===== src/rtl/ttl_timed_sequencer.sv =====
// Timestamped TTL event scheduler: queues {ts, mask, value} words and applies each
// one to the TTL lines when the free-running timebase reaches its timestamp.
module ttl_timed_sequencer #(
  parameter int DATA_WIDTH = 128,
  parameter int TTL_WIDTH  = 32,
  parameter int TS_WIDTH   = 64,
  parameter int FIFO_DEPTH = 16
) (
  input  logic                        s_axi_aclk,
  input  logic                        s_axi_aresetn,
  input  logic [DATA_WIDTH-1:0]       in_data,
  input  logic                        in_valid,
  output logic                        in_ready,
  input  logic                        run,
  input  logic                        clear,
  output logic [TTL_WIDTH-1:0]        ttl_out,
  output logic [TS_WIDTH-1:0]         time_now,
  output logic [$clog2(FIFO_DEPTH):0] fifo_level,
  output logic                        busy,
  output logic                        late_pulse,
  output logic [15:0]                 late_count
);
  localparam int AW = $clog2(FIFO_DEPTH);
  localparam logic [AW:0] FULL_LVL = (AW+1)'(FIFO_DEPTH);

  typedef enum logic [1:0] {S_IDLE, S_ARMED, S_WAIT} state_e;

  state_e                  state_q, state_d;
  logic [DATA_WIDTH-1:0]   mem_q [FIFO_DEPTH];
  logic [AW-1:0]           wr_ptr_q, rd_ptr_q;
  logic [AW:0]             count_q, count_d;
  logic [TS_WIDTH-1:0]     time_q;
  logic [TTL_WIDTH-1:0]    ttl_q;
  logic                    late_q;
  logic [15:0]             late_cnt_q;

  logic                    full, push, fire, late;
  logic [DATA_WIDTH-1:0]   head;
  logic [TTL_WIDTH-1:0]    head_val, head_mask;
  logic [TS_WIDTH-1:0]     head_ts;

  assign head      = mem_q[rd_ptr_q];
  assign head_val  = head[TTL_WIDTH-1:0];
  assign head_mask = head[2*TTL_WIDTH-1:TTL_WIDTH];
  assign head_ts   = head[2*TTL_WIDTH+TS_WIDTH-1:2*TTL_WIDTH];

  assign full    = (count_q == FULL_LVL);
  assign push    = in_valid && !full && !clear;
  assign count_d = clear ? '0
                 : count_q + {{AW{1'b0}}, push} - {{AW{1'b0}}, fire};

  always_ff @(posedge s_axi_aclk or negedge s_axi_aresetn) begin
    if (!s_axi_aresetn) state_q <= S_IDLE;
    else                state_q <= state_d;
  end

  // State reflects what the FIFO will hold after this edge, so a word pushed
  // while running is eligible to fire on the very next edge.
  always_comb begin
    state_d = S_IDLE;
    if (clear || !run)        state_d = S_IDLE;
    else if (count_d == '0)   state_d = S_ARMED;
    else                      state_d = S_WAIT;
  end

  always_comb begin
    fire = 1'b0;
    late = 1'b0;
    if (state_q == S_WAIT && run && !clear && count_q != '0 && head_ts <= time_q) begin
      fire = 1'b1;
      late = (head_ts < time_q);
    end
  end

  always_ff @(posedge s_axi_aclk) begin
    if (push) mem_q[wr_ptr_q] <= in_data;
  end

  always_ff @(posedge s_axi_aclk or negedge s_axi_aresetn) begin
    if (!s_axi_aresetn) begin
      wr_ptr_q   <= '0;
      rd_ptr_q   <= '0;
      count_q    <= '0;
      time_q     <= '0;
      ttl_q      <= '0;
      late_q     <= 1'b0;
      late_cnt_q <= '0;
    end else begin
      count_q <= count_d;
      late_q  <= late;
      if (clear) begin
        wr_ptr_q   <= '0;
        rd_ptr_q   <= '0;
        time_q     <= '0;
        late_cnt_q <= '0;
      end else begin
        if (push) wr_ptr_q <= wr_ptr_q + 1'b1;
        if (fire) begin
          rd_ptr_q <= rd_ptr_q + 1'b1;
          ttl_q    <= (ttl_q & ~head_mask) | (head_val & head_mask);
        end
        if (run) time_q <= time_q + 1'b1;
        if (late && late_cnt_q != 16'hFFFF) late_cnt_q <= late_cnt_q + 16'd1;
      end
    end
  end

  assign in_ready   = !full;
  assign ttl_out    = ttl_q;
  assign time_now   = time_q;
  assign fifo_level = count_q;
  assign busy       = (count_q != '0);
  assign late_pulse = late_q;
  assign late_count = late_cnt_q;
endmodule

===== config.mk =====
export PLATFORM = sky130hd
export DESIGN_NAME = ttl_timed_sequencer
export DESIGN_NICKNAME = d
export VERILOG_FILES = /design/src/rtl/ttl_timed_sequencer.sv
export SDC_FILE = /design/constraint.sdc
export NUM_CORES = 2
export LEC_CHECK = 0
export ABC_CLOCK_PERIOD_IN_PS = 10100
export BUFFER_PORTS_ARGS = -buffer_cell sky130_fd_sc_hd__buf_2
export CAP_MARGIN = 10
export CORE_MARGIN = 4
export CORE_UTILIZATION = 40
export CTS_CLUSTER_SIZE = 25
export DETAILED_ROUTE_END_ITERATION = 12
export GPL_TIMING_DRIVEN = 1
export HOLD_SLACK_MARGIN = 0.02
export PLACE_DENSITY = 0.66
export SETUP_SLACK_MARGIN = 0.4
export SYNTH_ARGS = -nofsm -noshare
export SYNTH_HDL_FRONTEND = slang
export SYNTH_SLANG_ARGS = --single-unit

===== constraint.sdc =====
create_clock -name s_axi_aclk -period 10.1 [get_ports s_axi_aclk]
set_input_delay 0 -clock s_axi_aclk [delete_from_list [all_inputs] [get_ports s_axi_aclk]]
set_output_delay 0 -clock s_axi_aclk [all_outputs]
set_load 0.02 [all_outputs]

After elaboration in Yosys (flattened, before gate mapping)
Memories as Yosys holds them, arrays and structs flattened.
Index checks and enable logic that the tools add are counted.
{"block": "op_classes", "order_cmp": 2, "n_addsub": 6, "muxes": 15, "n_eq_ne": 3, "reduce_logical": 18, "bitwise_logic": 5}
{"operator": "64-bit 2-to-1 mux", "n": 2}
{"operator": "64-bit by 1-bit adder with 64-bit output, second input constant", "n": 1}
{"operator": "32-bit bitwise AND", "n": 2}
{"operator": "64-bit less-or-equal comparator", "n": 1}
{"operator": "64-bit less-than comparator", "n": 1}
{"operator": "16-bit 2-to-1 mux", "n": 2}
{"operator": "32-bit NOT", "n": 1}
{"operator": "32-bit bitwise OR", "n": 1}
{"operator": "16-bit by 1-bit adder with 16-bit output, second input constant", "n": 1}
{"operator": "4-bit 2-to-1 mux", "n": 4}
{"operator": "16-bit inequality test, second input constant", "n": 1}
{"operator": "4-bit by 1-bit adder with 4-bit output, second input constant", "n": 2}
{"operator": "2-bit nonzero test", "n": 4}
{"operator": "1-bit logical AND", "n": 7}
{"operator": "5-bit by 1-bit adder with 5-bit output", "n": 1}
{"operator": "5-bit == test, second input constant", "n": 1}
{"operator": "5-bit logical NOT", "n": 1}
{"operator": "5-bit 2-to-1 mux", "n": 1}
{"operator": "5-bit nonzero test", "n": 1}
{"operator": "5-bit by 1-bit subtractor with 5-bit output", "n": 1}
{"operator": "1-bit 2-to-1 mux", "n": 4}
{"operator": "2-bit 2-to-1 mux", "n": 2}
{"operator": "1-bit logical NOT", "n": 3}
{"operator": "2-bit == test, second input constant", "n": 1}
{"operator": "3 further kinds", "n": 3}
{"block": "word_totals", "ram_bits": 2048, "elab_cells": 58, "n_memories": 1, "reg_bits": 128, "in_bits": 133}
{"name": "mem_q", "depth": 16, "word_bits": 128, "read_ports": 1, "rd_clocked_by_memory_dff": 0, "wr": 1, "line_no": "29", "source": "logic [DATA_WIDTH-1:0] mem_q [FIFO_DEPTH];"}

Depth between registers and ports, before layout
{"block": "logic_depth", "word_depth": 11, "ltp_mapped": 29, "depth_no_buf": 23}

Worst setup path before layout
No wires, ideal clock.
{"block": "synth_timing", "kind": "flip-flop to flip-flop", "startpoint": "register count_q[2] (netlist: fifo_level[2])", "endpoint": "memory mem_q[0][0] (enable)", "stages_incl_launch_ff": 8, "arrival_time_ns": 10.172, "required_ns": 9.328, "path_slack_ns": -0.844, "setup_ns": 0.772, "path_cell_list": "dfrtp_1 inv_1 ha_1 nand3_1 nand2_1 nor2_1 nand2_1 nor3_1"}
{"block": "synth_via", "elab_chain_len": 6}
{"item": "start, declared", "line_no": "31", "source": "logic [AW:0] count_q, count_d;"}
{"item": "start signal, assigned", "line_no": "89", "source": "count_q <= count_d;"}
{"item": "5-bit == test", "line_no": "47", "source": "assign full = (count_q == FULL_LVL);"}
{"item": "1-bit logical NOT"}
{"item": "via in_ready", "line_no": "13", "source": "output logic in_ready,"}
{"item": "1-bit logical AND (2 in series)", "line_no": "48", "source": "assign push = in_valid && !full && !clear;"}
{"item": "1-bit 2-to-1 mux", "line_no": "76", "source": "if (push) mem_q[wr_ptr_q] <= in_data;"}
{"item": "1-bit 2-to-1 mux (not written as such)", "line_no": "76"}
{"item": "end, declared", "line_no": "29"}
The timed path passes the listed nets, and every way through them passes these cells.

Final worst setup path
{"block": "layout_timing", "startpoint": "register rd_ptr_q[0]", "endpoint": "register state_q[1]"}
{"block": "layout_via", "elab_chain_len": 9}
{"item": "start, declared", "line_no": "30", "source": "logic [AW-1:0] wr_ptr_q, rd_ptr_q;"}
{"item": "start signal, assigned", "line_no": "99", "source": "rd_ptr_q <= rd_ptr_q + 1'b1;"}
{"item": "memory 16 x 128 bit"}
{"item": "64-bit less-or-equal comparator", "line_no": "69", "source": "if (state_q == S_WAIT && run && !clear && count_q != '0 && head_ts <= time_q) begin"}
{"item": "1-bit logical AND", "line_no": "69"}
{"item": "1-bit 2-to-1 mux", "line_no": "69"}
{"item": "5-bit by 1-bit subtractor with 5-bit output", "line_no": "50", "source": ": count_q + {{AW{1'b0}}, push} - {{AW{1'b0}}, fire};"}
{"item": "5-bit 2-to-1 mux", "line_no": "49", "source": "assign count_d = clear ? '0"}
{"item": "via count_d[4]", "line_no": "31"}
{"item": "5-bit logical NOT", "line_no": "62", "source": "else if (count_d == '0) state_d = S_ARMED;"}
{"item": "2-bit 2-to-1 mux", "line_no": "62"}
{"item": "2-bit 2-to-1 mux", "line_no": "61", "source": "if (clear || !run) state_d = S_IDLE;"}
{"item": "via state_d[1]", "line_no": "28", "source": "state_e state_q, state_d;"}
{"item": "end signal, assigned", "line_no": "54", "source": "else state_q <= state_d;"}
{"item": "end, declared", "line_no": "28"}
The timed path passes the listed nets, and every way through them passes these cells.
A chain may end at the register's enable or synchronous reset.

==> metrics.cfg <==
[worst_setup_path]
crit_path_start_kind = flop
critPathKind = reg -> reg
cp_top_family = simple AND/OR/NAND/NOR gates
startpoint = rd_ptr_q[0]
cp.arrival_ns = 8.23
rr_endpoint = state_q[1]
crit_cells = 23
cp_num_buf_inv = 4
path_max_fanout = 83
worstPathCellList = buf_12 > mux4_2 > mux4_2 > ha_1 > nand4_1 > nor4_1 > nand3_1 > or3_1 > o211a_1 > nand2_4 > nand2_2 > ha_1 > inv_1 > ha_1 > inv_1 > fa_1 > inv_1 > a21oi_1 > nor2_1 > or3_1 > a21oi_1 > nor3_1 > nor2_1
cp.required_ns = 10.85
worstSetupEndpoint = state_q[1]
slowest_delay_ns = 0.98
critPathSlowestCell = dfrtp_4
rrSetupSlack_ns = 2.62
end_kind = flop
timing.rr.start = rd_ptr_q[0]
reg2reg_depth = 23

[timing]
fin_tns_setup_ns = 0
slew_headroom_pct = 25.20
max_freq_ghz = 0.1338
period_share_pct = 74.02
hold_slack_ns = 0.1030
hold_violations = 0
finalClockSkew_ns = 0.03002
period_needed_ns = 7.476
final_max_slew_viol_count = 0
finalSetupViolCount = 0
worstMarginPinSlew_ns = 1.122
rsz0062_at_grt = false

[yosys]
yosysWarnings = 0
ys_seq_area_share_pct = 76.45
yosysTopAreaCell = edfxtp_1
async_flop_share_pct = 5.882
synthFlopType = edfxtp_1
syn_area_per_cell_sq_um = 22.87
netlist_area_sq_um = 84640
synth-edff-count = 2048
synth_area_leaders = edfxtp_1 (73%), mux4_2 (17%), dfrtp_1 (3.8%), ha_1 (1.1%), xnor2_1 (0.59%)
syn_inst = 3700
synth.top_cell.area_share_pct = 72.66
synth-seq-cells = 2176
syn_nets = 3911
synth_cell_types = 51

[detailed_routing]
drtIter0Drc = 4806
routedWlPerCell_um = 28.64
wirelength_mm = 205.7
detailroute.via_count = 40430
route.detailed.drc = 0
firstDrtPassIters = 5
routed_via_density = 5.629
ant_nets = 0

[min_path]
hp-class = in -> reg

[clocking]
cts_buffers = 204
clockBufferDepth = 3
clock_latency_ns = 0.82
cts_setup_buffers = 0
path_clk_slew_ns = 0.06
clock_sinks = 2176
h-tree-depth = 4
cts_tree = built
root_buffer = clkbuf_16

[layout]
area.growth.synth_to_final_pct = 15.25
utilization_pct = 46.45
final_common_cell = edfxtp_1
drive_gt1_share_pct = 29.93
fin_area_sq_um = 97540
layout_common_cells = edfxtp_1 (2048), mux4_2 (640), buf_2 (251), clkbuf_16 (206), dlygate4sd3_1 (134)
fin_nets = 4401

[floorplan]
io_pins = 253
die_y_um = 468.0
die-area_sq_um = 219000
initial_core_util_pct = 40.31
row_count = 168
die_w_um = 468.0
core_area_sq_um = 210000

[global_route]
grt_pass1_wl_mm = 297.2
grt.total_usage_pct = 18.73
grt_max_degree = 106
antenna_found_initial = 44
grt.overflow.total = 0
grt_pass1_vias = 41380

[pwr]
power.leakage_nw = 30.43
power.total_mw = 18.57
p_per_area_nw_per_um2 = 190.4
ir_worst_vdd_mv = 0.2184

[placement]
place_congestion = 0.8046
placed_area_sq_um = 89590
hpwlAfterDp_mm = 107.6
numPortBuffers = 252

[flow_run]
drv_cap = 0

[outcome]
outcome = completed

## cell type report
cell class	instances	area, sq um
repair buffers	455	3359
fillers	17170	112400
diodes	14	35.03
well taps	2805	3510
clock buffers	259	5384
inverters	78	292.8
clock inverters	120	1169
flip-flops and latches	2176	64720
multi-input cells	1275	19080
## kinds of logic after synthesis
kind of cell / share of synthesized area (%)
flops: 76.45
mux: 17.54
xor+xnor: 0.6209
simple gates: 1.969
buf+inv: 1.186
compound gates: 1.072
fa+ha+maj: 1.162
## synthesized netlist by cell type, types with 19 or more instances
cell type     n
edfxtp_1   2048
mux4_2      640
dfrtp_1     128
nor2_1       96
buf_1        80
inv_1        78
ha_1         77
clkbuf_1     64
nand2_1      57
xnor2_1      57
nand3_1      46
a21oi_1      42
nand4_1      31
a21boi_2     25
mux2_1       25
nor3_1       23
buf_2        19
o21ai_0      19
## flip-flops by register name, indices dropped and copies added (netlist names), named ones only
name / flops
fifo_level: 5
late_pulse: 1
wr_ptr_q: 4
mem_q: 2048
time_now: 64
state_q: 2
late_count: 16
rd_ptr_q: 4
## repair_timing
item	in CTS	in global routing
hold buffers	135	0
endpoints found under the hold margin	2155	0
resized for setup	0	0
## power breakdown
| part | total, mW | internal (mW) | switching (mW) |
|---|---|---|---|
| registers | 10.1 | 10.0 | 0.0574 |
| clock network | 7.59 | 4.29 | 3.30 |
| logic | 0.894 | 0.356 | 0.538 |
## through the flow
step	setup WS, ns	instances
2_1_floorplan	2.593	3700
3_3_place_gp	2.483	6654
3_5_place_dp	2.579	6654
4_1_cts	2.556	7168
5_1_grt	2.092	7174
6_report	2.624	7182
## layer usage
| layer | vias up | track usage (%) | share of wire [%] |
|---|---|---|---|
| met5 | - | 0 | 0.057 |
| met4 | 18 | 4.336 | 2.3 |
| met3 | 351 | 4.250 | 8.7 |
| met2 | 1741 | 29.67 | 48 |
| met1 | 21670 | 26.69 | 41 |
| li1 | 16650 | - | - |
## worst min path at each step
stage,startpoint,cells past startpoint,to
6_report,in_data[13],2,mem_q[15][13]
5_1_grt,in_data[13],2,mem_q[15][13]
4_1_cts,in_data[13],2,mem_q[15][13]
3_5_place_dp,s_axi_aresetn,1,time_now[56]
3_3_place_gp,s_axi_aresetn,1,rd_ptr_q[1]
2_1_floorplan,s_axi_aresetn,0,async pin
Note: power is estimated with default switching activity, not from simulation.
